## config.mk

```make
export PLATFORM = sky130hd
export DESIGN_NAME = if_fetch
export DESIGN_NICKNAME = d
export VERILOG_FILES = /design/src/rtl/if_fetch.sv
export SDC_FILE = /design/constraint.sdc
export NUM_CORES = 1
export LEC_CHECK = 0
export BUFFER_PORTS_ARGS = -buffer_cell sky130_fd_sc_hd__buf_2
export CORE_MARGIN = 2
export CORE_UTILIZATION = 55
export DETAILED_ROUTE_END_ITERATION = 10
export MAX_ROUTING_LAYER = met4
export PLACE_DENSITY = 0.75
export SYNTH_ARGS = -nofsm -noshare
export SYNTH_HDL_FRONTEND = slang
export SYNTH_SLANG_ARGS = --single-unit
```

## constraint.sdc

```tcl
create_clock -name clk_in -period 4.1 [get_ports clk_in]
set_input_delay 0.82 -clock clk_in [delete_from_list [all_inputs] [get_ports clk_in]]
set_output_delay 0.82 -clock clk_in [all_outputs]
set_load 0.01 [all_outputs]
```

## src/rtl/if_fetch.sv

```systemverilog
// Instruction fetch stage: byte-serial memory fill behind a direct-mapped
// one-word-per-line instruction cache, valid/ready output to IF/ID.
module if_fetch #(
  parameter int CACHE_LINES = 16,
  parameter int ADDR_W      = 32
) (
  input  logic        clk_in,
  input  logic        rst_in,
  input  logic        rdy_in,
  input  logic [31:0] pc_in,
  input  logic        jmp_tak,
  output logic        stall_req,
  output logic        mem_req,
  output logic [31:0] mem_a,
  input  logic        mem_gnt,
  input  logic [7:0]  mem_din,
  output logic        inst_valid,
  input  logic        id_ready,
  output logic [31:0] inst_out,
  output logic [31:0] inst_pc
);

  localparam int IDX_W = $clog2(CACHE_LINES);
  localparam int TAG_W = ADDR_W - 2 - IDX_W;

  typedef enum logic {S_IDLE, S_FETCH} state_t;

  state_t           state;
  logic [31:0]      req_pc;
  logic [2:0]       iss;
  logic [1:0]       rcv;
  logic             pend;
  logic [23:0]      word_q;

  logic [CACHE_LINES-1:0] c_vld;
  logic [TAG_W-1:0]       c_tag [CACHE_LINES];
  logic [31:0]            c_dat [CACHE_LINES];

  logic [IDX_W-1:0] idx_in;
  logic [TAG_W-1:0] tag_in;
  logic [IDX_W-1:0] req_idx;
  logic [TAG_W-1:0] req_tag;
  logic             hit;
  logic             slot_free;
  logic             accept;
  logic             flush;
  logic             done;
  logic [31:0]      full_word;
  logic [31:0]      pc_al;

  assign idx_in    = pc_in[2+IDX_W-1:2];
  assign tag_in    = pc_in[ADDR_W-1:2+IDX_W];
  assign req_idx   = req_pc[2+IDX_W-1:2];
  assign req_tag   = req_pc[ADDR_W-1:2+IDX_W];
  assign pc_al     = pc_in & 32'hFFFF_FFFC;
  assign hit       = c_vld[idx_in] && (c_tag[idx_in] == tag_in);
  assign slot_free = !inst_valid || id_ready;
  assign accept    = (state == S_IDLE) && rdy_in && !jmp_tak
                     && slot_free;
  assign flush     = rdy_in && jmp_tak;
  assign done      = (state == S_FETCH) && pend && (rcv == 2'd3);
  assign full_word = {mem_din, word_q};

  assign mem_req = (state == S_FETCH) && !iss[2];
  assign mem_a   = {req_pc[31:2], iss[1:0]};

  // Idle term covers both backpressure and the miss-accept cycle.
  assign stall_req = rst_in && (
    ((state == S_FETCH) && !flush) ||
    ((state == S_IDLE) && rdy_in && !jmp_tak &&
     (!slot_free || (accept && !hit))));

  always_ff @(posedge clk_in or negedge rst_in) begin
    if (!rst_in) begin
      state      <= S_IDLE;
      req_pc     <= '0;
      iss        <= '0;
      rcv        <= '0;
      pend       <= 1'b0;
      word_q     <= '0;
      c_vld      <= '0;
      inst_valid <= 1'b0;
      inst_out   <= '0;
      inst_pc    <= '0;
    end else if (rdy_in) begin
      if (inst_valid && id_ready)
        inst_valid <= 1'b0;
      if (jmp_tak) begin
        state      <= S_IDLE;
        inst_valid <= 1'b0;
        pend       <= 1'b0;
        iss        <= '0;
        rcv        <= '0;
      end else begin
        unique case (state)
          S_IDLE: begin
            if (accept) begin
              req_pc <= pc_al;
              if (hit) begin
                inst_valid <= 1'b1;
                inst_out   <= c_dat[idx_in];
                inst_pc    <= pc_al;
              end else begin
                state <= S_FETCH;
                iss   <= '0;
                rcv   <= '0;
                pend  <= 1'b0;
              end
            end
          end
          S_FETCH: begin
            if (mem_req && mem_gnt)
              iss <= iss + 3'd1;
            pend <= mem_req && mem_gnt;
            if (pend) begin
              rcv <= rcv + 2'd1;
              unique case (rcv)
                2'd0:    word_q[7:0]   <= mem_din;
                2'd1:    word_q[15:8]  <= mem_din;
                2'd2:    word_q[23:16] <= mem_din;
                default: ;
              endcase
            end
            if (done) begin
              c_vld[req_idx] <= 1'b1;
              inst_valid     <= 1'b1;
              inst_out       <= full_word;
              inst_pc        <= req_pc;
              state          <= S_IDLE;
            end
          end
          default: state <= S_IDLE;
        endcase
      end
    end
  end

  always_ff @(posedge clk_in) begin
    if (rst_in && rdy_in && !jmp_tak && done) begin
      c_tag[req_idx] <= req_tag;
      c_dat[req_idx] <= full_word;
    end
  end

endmodule

```

## Yosys cells after proc, flatten, opt, wreduce, memory -nomap -nowiden

Memories as Yosys holds them, arrays and structs flattened.
Cells that the tools add are included.

| word-level totals | value |
|---|---|
| flip-flop bits (word level) | 142 |
| memory bits (writable) | 928 |
| input port bits | 46 |
| output and inout port bits | 99 |
| word-level logic and storage cells | 109 |
| memories | 2 |

| operators by class | value |
|---|---|
| add/sub/neg operators | 2 |
| $lt $le $gt $ge | 3 |
| equality and inequality tests | 11 |
| muxes and demuxes | 39 |
| bitwise gates (word level) | 3 |
| reductions and logical operators | 37 |

Memories:

| memory | depth | width | read ports | clocked after Yosys merged registers in | wr ports | RTL line | RTL |
|---|---|---|---|---|---|---|---|
| c_dat | 16 | 32 | 1 | 0 | 1 | 37 | `logic [31:0] c_dat [CACHE_LINES];` |
| c_tag | 16 | 26 | 1 | 0 | 1 | 36 | `logic [TAG_W-1:0] c_tag [CACHE_LINES];` |

Operator list:

| kind | number |
|---|---|
| $mux 32 | 6 |
| $pmux 32 s2 | 2 |
| $eq 26x26->1 | 1 |
| $reduce_and 5->1 | 4 |
| $logic_and 1x1->1 | 18 |
| $mux 1 | 16 |
| $or 16x16->16 | 1 |
| $reduce_and 4->1 | 4 |
| $mux 3 | 4 |
| $lt 4x5->1 const B | 2 |
| $mux 2 | 4 |
| $logic_not 1->1 | 6 |
| $ne 3x2->1 const B | 2 |
| $ne 3x3->1 const B | 2 |
| $pmux 1 s2 | 3 |
| $pmux 3 s2 | 1 |
| $bmux 1 s4 | 1 |
| $demux 1 s4 | 1 |
| $eq 2x2->1 const B | 2 |
| $ge 4x1->1 const B | 1 |
| $ne 2x2->1 const B | 2 |
| $pmux 2 s2 | 1 |
| $add 3x1->3 const B | 1 |
| $logic_or 1x1->1 | 3 |
| other kinds (6) | 7 |

## Depth between registers and ports, before layout

Gate-level depths: netlist of run 1.

| depth | value |
|---|---|
| word-level depth | 9 |
| depth in mapped cells | 16 |
| gate-level depth less buffers | 9 |

## Worst setup path before layout of run 1

No wires, ideal clock.

| timing | value |
|---|---|
| kind | input to register |
| from | in jmp_tak |
| to | mem c_dat[4][0], enable pin |
| data arrival time | 4.375 ns |
| data required time | 3.626 ns |
| slack | -0.749 ns |
| cell stages on the path | 6 |
| buffers on the path | 1 |
| cell sequence | clkbuf_1 -> nand2b_1 -> nor2_1 -> nand2_1 -> or3_1 -> nor2_1 |

| on the way | value |
|---|---|
| longest elaborated chain between the ends | 5 |

Ends and longest elaborated chain:

| what | RTL line | RTL |
|---|---|---|
| start: declaration | 11 | `input logic jmp_tak,` |
| $logic_not 1->1 | 139 | `if (rst_in && rdy_in && !jmp_tak && done) begin` |
| $logic_and 1x1->1 (2 in series) | 139 |  |
| $mux 1 | 139 |  |
| $mux 1 (implied by the code) | 141 | `c_dat[req_idx] <= full_word;` |
| end: declaration | 37 |  |

Every way passes these cells.

## Worst setup path in the final report of run 1

| timing | value |
|---|---|
| from | in pc_in[4] |
| to | out stall_req |

| on the way | value |
|---|---|
| longest elaborated chain between the ends | 9 |
| elaborated cells on any way between the ends | 11 |
| those cells by class | eq/ne (1); mux (2); reduce/logical (7); memory (1) |

Ends and longest elaborated chain:

| what | RTL line | RTL |
|---|---|---|
| start: declaration | 10 | `input logic [31:0] pc_in,` |
| $mem_v2 16x26 / $bmux 1 s4 (equally long branches) | n/a |  |
| $eq 26x26->1 / $mux 1 (equally long branches) | 56 | `assign hit = c_vld[idx_in] && (c_tag[idx_in] == tag_in);` |
| $logic_and 1x1->1 (*) | 56 |  |
| $logic_not 1->1 (*) | 71 | `(!slot_free \|\| (accept && !hit))));` |
| $logic_and 1x1->1 (*) | 71 |  |
| $logic_or 1x1->1 (*) | 71 |  |
| $logic_and 1x1->1 (*) | 70 | `((state == S_IDLE) && rdy_in && !jmp_tak &&` |
| $logic_or 1x1->1 (*) | 69 | `((state == S_FETCH) && !flush) \|\|` |
| $logic_and 1x1->1 (*) | 68 | `assign stall_req = rst_in && (` |
| end: declaration | 12 | `output logic stall_req,` |

Every way passes the cells marked *; elsewhere a longest branch is shown, timed or not. The select of a mux whose other input is x is not followed.

==> metrics.md, run 1 <==
| Metric | Value |
|---|---|
| Run status | finished with violations |
| Violations in the final reports | negative setup slack |
| Global-route wire length before repair | about 150000 um |
| Slack of the critical path | -0.327 ns |
| Share of layout cells above drive strength 1 | approximately two fifths |
| Number of DRC markers in iteration 0 | between 2k and 2.5k |
| Async set-reset flop share out of synthesis | between 10% and 20% |
| Routed Antenna Nets | 0 |
| Final Hold Viols | 0 |
| Post-route DRC violation count | 0 |
| Number of I/O pins | 145 |
| Most heavily used metal layer in global routing | met2 |
| Area of the die | slightly below 80000 sq um |
| EDFF count, synth | ~930 |
| Most common cell type on the critical path | buf_12 |
| CP top delay family | compound AO/OA/AOI/OAI gates |
| DR vias/cell | between 6 and 7 |
| Count of synthesis-stage warnings from yosys | 0 |
| Top cell type's share of synthesized area | approximately 66% |
| Actual slew at the worst max-slew pin | about 0.9 ns |
| M1 GR Usage | 36.2% |
| Root buffer cell | clkbuf_16 |
| Most common cell in the netlist | edfxtp_1 |
| Compound-gate portion of the synthesized area | under 10% |
| Final setup viols | between 50 and 60 |
| Sequential share of the synthesized area | about three quarters |
| Number of inserted filler cells in the final layout | about 4.7k |
| Site row count | just over 100 |
| Number of max-capacitance violations reported | 0 |
| Number of inserted diodes | 0 |
| Clock sink count | 1068 |
| Most numerous cell types in the synthesized netlist | edfxtp_1 (928), mux4_2 (246), dfrtp_1 (140) |
| Placeable Area | between 70000 and 80000 sq um |
| Cells taking the most area after synthesis | edfxtp_1 (66%), mux4_2 (13%), dfrtp_1 (8.2%) |
| Number of placed instances, taps included | 3220 |
| Setup repair after global routing missed its margin | yes |
| Leading register cell type out of synthesis | edfxtp_1 |
| Area overhead of the layout relative to synthesis | 16.9% |
| Gpl congestion | 0.905 |
| Final-report max-slew violation count | 0 |
| Library cells used by synthesis | 69 |
| Antenna violations before repair | 0 |
| Seq cells post-synth | roughly 1.1k |
| Worst endpoint required time | 3.28 ns |
| Combinational family with the most area after synthesis | multiplexers |
| Startpoint types | primary input |
| Vias in the first global route | roughly 22k |
| Simple logic cell fraction of the synthesized area | between 1.5 and 2% |
| Area share of fa/ha/maj cells after synthesis | 0.147% |
| Detailed Routing Iterations Pass 1 | 6 |
| Mux share of post-synthesis cell area | between 20% and 30% |
| Post-Synthesis Cell Area | 42500 sq um |
| Die Y-Extent | roughly 280 um |
| Met3 routing resource usage after global routing | ~4.8% |
| Final Critical Period | 4.43 ns |
| Critical path's largest stage delay | 0.37 ns |
| Worst EP arrival | around 3.6 ns |
| Final period utilization | 108% |
| Type of destination of the critical path | output pin |
| PnR Total Power | approximately 0.024 W |
| Mean instance size in the synthesized netlist | between 20 and 25 sq um |
| Slowest-stage cell, CP | a2111oi_2 |
| HPWL after detailed placement | ~56000 um |
| Total number of vias | roughly 22k |
| Maximum clock frequency | roughly 230 MHz |
| Level count of the clock H-tree | 3 |
| Cell-by-cell trace of the critical path | buf_8 > buf_12 > buf_12 > buf_12 > mux4_2 > mux2i_4 > xor2_2 > mux2i_1 > a311o_1 > a2111oi_2 > nand3_1 > nor2_4 > a21oi_2 > buf_2 |
| Effective utilization at floorplan | between 50% and 60% |
| Critical setup path kind | primary input to output pin |
| Total global-route track usage | 26.6% |
| Ratio of total power to cell area | about 480 nW/um^2 |
| Worst-path maximum fanout | 7 |
| Clock latency on the worst-skew pair | about 0.67 ns |
| Largest net degree at the start of global routing | 63 |
| Final net count | approximately 2.4k |
| Detail-routed net length per standard cell | 29.6 um |
| Xor-xnor portion of the synthesized cell area | less than 1% |
| Number of buffers and inverters on the critical path | 5 |
| FF+latch area | about 31000 sq um |
| Number of port buffers | 140 |
| GRT Residual Overflow | 0 |
| Cell accounting for the most synthesized area | edfxtp_1 |
| Number of CTS-inserted buffers | between 100 and 150 |
| CTS tree | yes |
| Max clock buf depth | 3 |
| Gate count of the mapped netlist | approximately 2k |
| Worst vdd ir | 0.000367 V |
| Remaining max-slew budget at the tightest pin | about 40% |
| DIE WIDTH | approximately 280 um |
| Pleak | between 15 and 20 nW |
| Multi-input gate area | 10800 sq um |
| Fin Clk Skew | 0.0313 ns |
| Overall routed net length | slightly above 100000 um |
| Cell Count, Final, Fillers Out | approximately 3.4k |
| Met2 GRT Util | between 40% and 50% |
| Tightest Hold Check Type | primary input to async pin |
| Clock slew seen by the registers of the worst setup and hold paths | roughly 0.060 ns |
==> timing repair <==
item	4_1_cts	5_1_grt
setup buffers	21	0
endpoints found under the setup margin	1	63
hold endpoints to repair	0	0
pin swaps	5	18
gates resized for setup	33	37
cloned	3	6
hold buffers	0	0
==> cells in the final DEF, fill, tap and decap left out, types with 6 or more instances in the layout <==
master and count:
nand3_1 13, buf_12 37, xnor2_1 13, clkbuf_16 105, nand2_1 40, clkbuf_8 7
mux4_2 249, clkbuf_1 15, inv_1 7, nor2_4 18, clkinv_2 34, xor2_1 8
bufinv_16 8, mux2_2 117, dfrtp_1 139, a21oi_1 18, o21ai_0 15, nand2b_1 12
edfxtp_1 928, mux2i_2 6, a22oi_1 16, nor2b_1 13, mux2_4 63, a21o_1 10
and2_1 7, mux2i_1 60, clkinv_1 18, buf_4 142, nor2_1 12, buf_6 9
buf_2 136
==> cell families (layout without fill, tap and decap cells) <==
logic type,Yosys count,in the layout
multiplexers,496,496
other,1,2
XOR/XNOR,27,27
buffers and inverters,110,540
AO/OA/AOI/OAI,123,123
AND/OR/NAND/NOR,149,149
adder cells (fa/ha/maj),5,5
flip-flops,1068,1068
==> layout make-up <==
| class | count | area share [%] |
|---|---|---|
| clock buffer | 122 | 5.36 |
| clock inverter | 69 | 1.20 |
| inverter | 10 | 0.0780 |
| multi-input combinational | 802 | 21.8 |
| sequential | 1068 | 63.1 |
| tap | 1030 | 2.59 |
| timing repair buffer | 339 | 5.88 |
==> flip-flops by register name (all words and copies together), names as in the netlist <==
name	count
inst_out	32
c_dat	512
req_pc	30
inst_valid	1
state	1
rcv	2
c_tag	416
pend	1
word_q	24
inst_pc	30
iss	3
c_vld	16
==> metal layers <==
metal	routed length, um	vias to the layer above
li1	-	8872
met1	39500	11417
met2	50300	1167
met3	9750	170
met4	2290	0
met5	0	-
==> worst reg2reg max path: cells and delay by family, from the launching register on <==
kind | cells | cell delay, ns
mux | 4 | 1.05
compound gates | 1 | 0.35
flops | 1 | 0.35
buf+inv | 3 | 0.57
simple gates | 3 | 1.50
xor+xnor | 1 | 0.14
==> stage by stage <==
step	hold WS (ns)	utilization, %	area (sq um)	TNS, ns	worst slack (ns)
after floorplan	0.423	-	42700	-411.51	-0.749
after global placement	0.435	60.1	45800	-35.20	-0.585
after detailed placement	0.448	60.1	45800	-41.22	-0.690
after CTS	0.0378	64.9	49500	-0.277	-0.275
after global routing	0.0630	65.2	49700	-5.39	-0.385
final	0.0517	65.2	49700	-2.28	-0.327
==> power breakdown <==
part	total (W)	switching, W	internal (W)
sequential	0.0130	0.000615	0.0124
combinational	0.00156	0.000810	0.000750
clock	0.00917	0.00400	0.00516
total	0.0237	0.00543	0.0183
==> final timing paths <==
kind	start	to	slack, ns	depth (start not counted)
max reg2reg	c_tag[7][2]$_DFFE_PP_	inst_pc[16]$_DFFE_PN0P_	0	12
min in group clk_in	pc_in[23]	req_pc[23]$_DFFE_PN0P_	0.46	2
max	pc_in[4]	stall_req	-0.33	14
min	rst_in	inst_out[14]$_DFFE_PN0P_	0.05	1
min reg2reg	c_vld[1]$_DFFE_PN0P_	c_vld[1]$_DFFE_PN0P_	0.46	1
max in group asynchronous	rst_in	state$_DFFE_PN0P_	2.79	2
No activity file was read; power rests on OpenSTA's default activity.
==> run 2, diff against run 1 <==
--- a/config.mk
+++ b/config.mk
@@ -5,6 +5,7 @@
 export SDC_FILE = /design/constraint.sdc
 export NUM_CORES = 1
 export LEC_CHECK = 0
+export ABC_AREA = 1
 export BUFFER_PORTS_ARGS = -buffer_cell sky130_fd_sc_hd__buf_2
 export CORE_MARGIN = 2
 export CORE_UTILIZATION = 55
==> constraint.sdc (replaced) <==
create_clock -name clk_in -period 4.1 [get_ports clk_in]
set_input_delay 0.82 -clock clk_in [delete_from_list [all_inputs] [get_ports clk_in]]
set_output_delay 0.82 -clock clk_in [all_outputs]
set_load 0.005 [all_outputs]
==> run 2 against run 1 <==
  * Worst setup slack improved by 0.49 ns
  * Highest routed layer unchanged
  * Largest cell class unchanged
  * Die area up 2.3%
  * Combinational power down 4%
  * Core utilization decreased by 2.5 points
  * Largest power group unchanged
  * Critical endpoint unchanged
  * Global-route usage grew 1.6 points
  * The run now ends clean
  * Critical path type unchanged
  * Maximum frequency is 13% higher
==> metrics.md, run 2 <==
| Metric | Value |
|---|---|
| Run status | completed |
| Number of inserted filler cells in the final layout | a little under 6k |
| Post-route DRC violation count | 0 |
| Overall routed net length | 111000 um |
| Largest net degree at the start of global routing | 85 |
| Cts repair resizes | 0 |
| Worst vdd ir | about 0.00042 V |
| Commonest cells after routing, fill and taps aside | edfxtp_1 (928), nand2_1 (787), nor2_1 (474) |
| GRT Residual Overflow | 0 |
| Max reg flops | 512 |
| Detailed Routing Iterations Pass 1 | 6 |
| Setup repair after global routing missed its margin | no |
| EDFF count, synth | 928 |
| Number of I/O pins | roughly 150 |
| NetSw | 0.00538 W |
| Critical setup path kind | primary input to output pin |
| Type of destination of the critical path | output pin |
| Root buffer cell | clkbuf_16 |
| Max clock buf depth | 3 |
| Share of layout cells above drive strength 1 | between 10% and 20% |
| Async set-reset flop share out of synthesis | between 10% and 20% |
| Final net count | around 4k |
| Most common cell type on the critical path | nand2_1 |
| Final period utilization | between 90% and 100% |
| Number of port buffers | 140 |
| Switching power share of the total | between 20% and 30% |
| HPWL after detailed placement | 61800 um |
| Worst EP arrival | ~3.1 ns |
| Level count of the clock H-tree | 3 |
| Fin Clk Skew | about 0.027 ns |
| Placeable Area | ~80000 sq um |
| CTS tree | yes |
| Sequential fraction of design power | between 50% and 60% |
| Cell accounting for the most synthesized area | edfxtp_1 |
| Critical path's largest stage delay | around 0.29 ns |
| Global-route wire length before repair | 169000 um |
| Post-route cell area | 49300 sq um |
| Sequential share of the synthesized area | between 70% and 80% |
| Pleak | 19.2 nW |
| Library cells used by synthesis | 34 |
| Top cell type's share of synthesized area | between 60% and 70% |
| DIE WIDTH | between 200 and 300 um |
| Seq cells post-synth | roughly 1.1k |
| Clk pwr share | slightly above 40% |
| CP top delay family | simple AND/OR/NAND/NOR gates |
| Detail-routed net length per standard cell | around 22 um |
| Remaining max-slew budget at the tightest pin | a little under two fifths |
| Registers with the highest flip-flop counts | c_dat: 512 flops, c_tag: 416 flops, inst_out: 32 flops |
| Antenna violations before repair | 1 |
| Number of max-capacitance violations reported | 0 |
| Placed inst area | ~46000 sq um |
| Number of buffers and inverters on the critical path | 4 |
| Vias in the first global route | ~29k |
| Post-Synthesis Cell Area | 43500 sq um |
| Number of buffers inserted for hold repair after clock tree synthesis | 0 |
| Startpoint types | primary input |
| Total number of vias | ~30k |
| Maximum clock frequency | around 250 MHz |
| Most common library cell in the layout ignoring fill and taps | edfxtp_1 |
| Final-report max-slew violation count | 0 |
| Final Critical Period | between 3 and 4 ns |
| Actual slew at the worst max-slew pin | between 0.9 and 1 ns |
| Routed Antenna Nets | 0 |
| Most numerous cell types in the synthesized netlist | edfxtp_1 (928), nand2_1 (788), nor2_1 (486) |
| Number of CTS-inserted buffers | about 110 |
| Internal power contribution | roughly 0.018 W |
| Slack of the critical path | between 0.15 and 0.2 ns |
| Final setup viols | 0 |
| Site row count | just over 100 |
| Gate count of the mapped netlist | approximately 3.8k |
| Number of DRC markers in iteration 0 | between 3k and 4k |
| Worst endpoint required time | ~3.3 ns |
| Largest register by flop count | c_dat |
| Clock sink count | around 1.1k |
| Worst-case setup slack after placement | between 0.2 and 0.25 ns |
| Area of the die | 81300 sq um |
| Share of total power in combinational logic | roughly 6.3% |
| Slowest-stage cell, CP | nor2_1 |
| Setup Fix Bufs, Post-CTS | 0 |
| Worst-path maximum fanout | between 50 and 60 |
| Leading register cell type out of synthesis | edfxtp_1 |
| Effective utilization at floorplan | a little under three fifths |
| DR vias/cell | a little under 6 |
| Most common cell in the netlist | edfxtp_1 |
| Cell-by-cell trace of the critical path | buf_8 > inv_8 > buf_12 > nand2_1 > nand2_1 > nand2_1 > nand3_1 > nand3_1 > nand3_1 > nand4_1 > nor2_1 > nand2_1 > nor2_1 > nand3_1 > nand2_1 > a21oi_1 > buf_2 |
| Area overhead of the layout relative to synthesis | 13.4% |
| Ratio of total power to cell area | approximately 480 nW/um^2 |
| Tightest Hold Check Type | primary input to async pin |
| Count of synthesis-stage warnings from yosys | 0 |
| Clock latency on the worst-skew pair | 0.68 ns |
| Clock slew seen by the registers of the worst setup and hold paths | around 0.060 ns |
| Total global-route track usage | 28.2% |
| Final Hold Viols | 0 |
| Mean instance size in the synthesized netlist | 11.5 sq um |
| Gpl congestion | 0.877 |
| Cells taking the most area after synthesis | edfxtp_1 (64%), dfrtp_1 (8.1%), nand2_1 (6.8%) |
| Die Y-Extent | about 290 um |
## run 2: cell count changes in the layout (fill, tap and decap cells not counted), moves of 117 or more
cell,before,now
mux2_2,117,0
inv_1,7,193
nor2_1,12,474
mux4_2,249,0
o21ai_0,15,441
nand3_1,13,248
nand2_1,40,787
## run 2: kinds of logic (layout without fill, tap and decap cells)
logic type / after synthesis / count (layout) / share of synthesized area (%)
AND/OR/NAND/NOR: 1543 / 1543 / 14.1
flip-flops: 1068 / 1068 / 72.1
AO/OA/AOI/OAI: 724 / 724 / 9.34
buffers and inverters: 430 / 638 / 4.23
adder cells (fa/ha/maj): 5 / 5 / 0.144
other: 1 / 3 / 0.00862
XOR/XNOR: 1 / 1 / 0.0201
## run 2: through the flow
step / TNS [ns] / power (W) / std cells / util [%] / hold WS (ns)
final: 0 / 0.0237 / 5032 / 62.7 / 0.0404
after global routing: 0 / 0.0244 / 5032 / 62.7 / 0.0533
after CTS: 0 / 0.0238 / 5031 / 62.7 / 0.0317
after detailed placement: 0 / 0.0141 / 4834 / 58.2 / 0.438
after global placement: 0 / 0.0141 / 4834 / 58.2 / 0.430
after floorplan: -57.21 / 0.0134 / 3773 / - / 0.418
## run 2: cell type report
type	count	area (sq um)	area share, %
antenna	1	2.50	0.00507
clock buffer	153	3020	6.12
clock inverter	44	552	1.12
inverter	198	762	1.55
multi-input combinational	2275	10500	21.2
sequential	1068	31400	63.6
tap	1050	1310	2.66
timing repair buffer	243	1850	3.75
## run 2: metal layers
| metal | up-vias | routed length [um] | GRT usage (%) |
|---|---|---|---|
| li1 | 13464 | - | - |
| met2 | 1642 | 52100 | 43.3 |
| met1 | 14379 | 43300 | 37.6 |
| met4 | 0 | 4210 | 10.8 |
| met5 | - | 0 | - |
| met3 | 331 | 11800 | 5.58 |
## run 2: path summary, 6_finish.rpt
check / startpoint / endpoint / slack, ns / cells after the start
worst min register to register: c_vld[10]$_DFFE_PN0P_ / c_vld[10]$_DFFE_PN0P_ / 0.45 / 2
min in group clk_in: mem_gnt / pend$_DFFE_PN0P_ / 0.43 / 3
max in group asynchronous: rst_in / inst_out[15]$_DFFE_PN0P_ / 2.05 / 3
worst max register to register: rcv[0]$_DFFE_PN0P_ / c_tag[11][7]$_DFFE_PP_ / 1.16 / 8
worst min-delay path: rst_in / inst_pc[14]$_DFFE_PN0P_ / 0.04 / 1
worst max-delay path: pc_in[2] / stall_req / 0.17 / 17
## run 2: power by group through the flow
stage | registers (W) | clock network, W | logic [W]
2_1_floorplan | 0.0125 | 0 | 0.000872
3_3_place_gp | 0.0126 | 0 | 0.00143
3_5_place_dp | 0.0126 | 0 | 0.00146
4_1_cts | 0.0124 | 0.00991 | 0.00147
5_1_grt | 0.0125 | 0.0103 | 0.00163
6_report | 0.0124 | 0.00982 | 0.00149
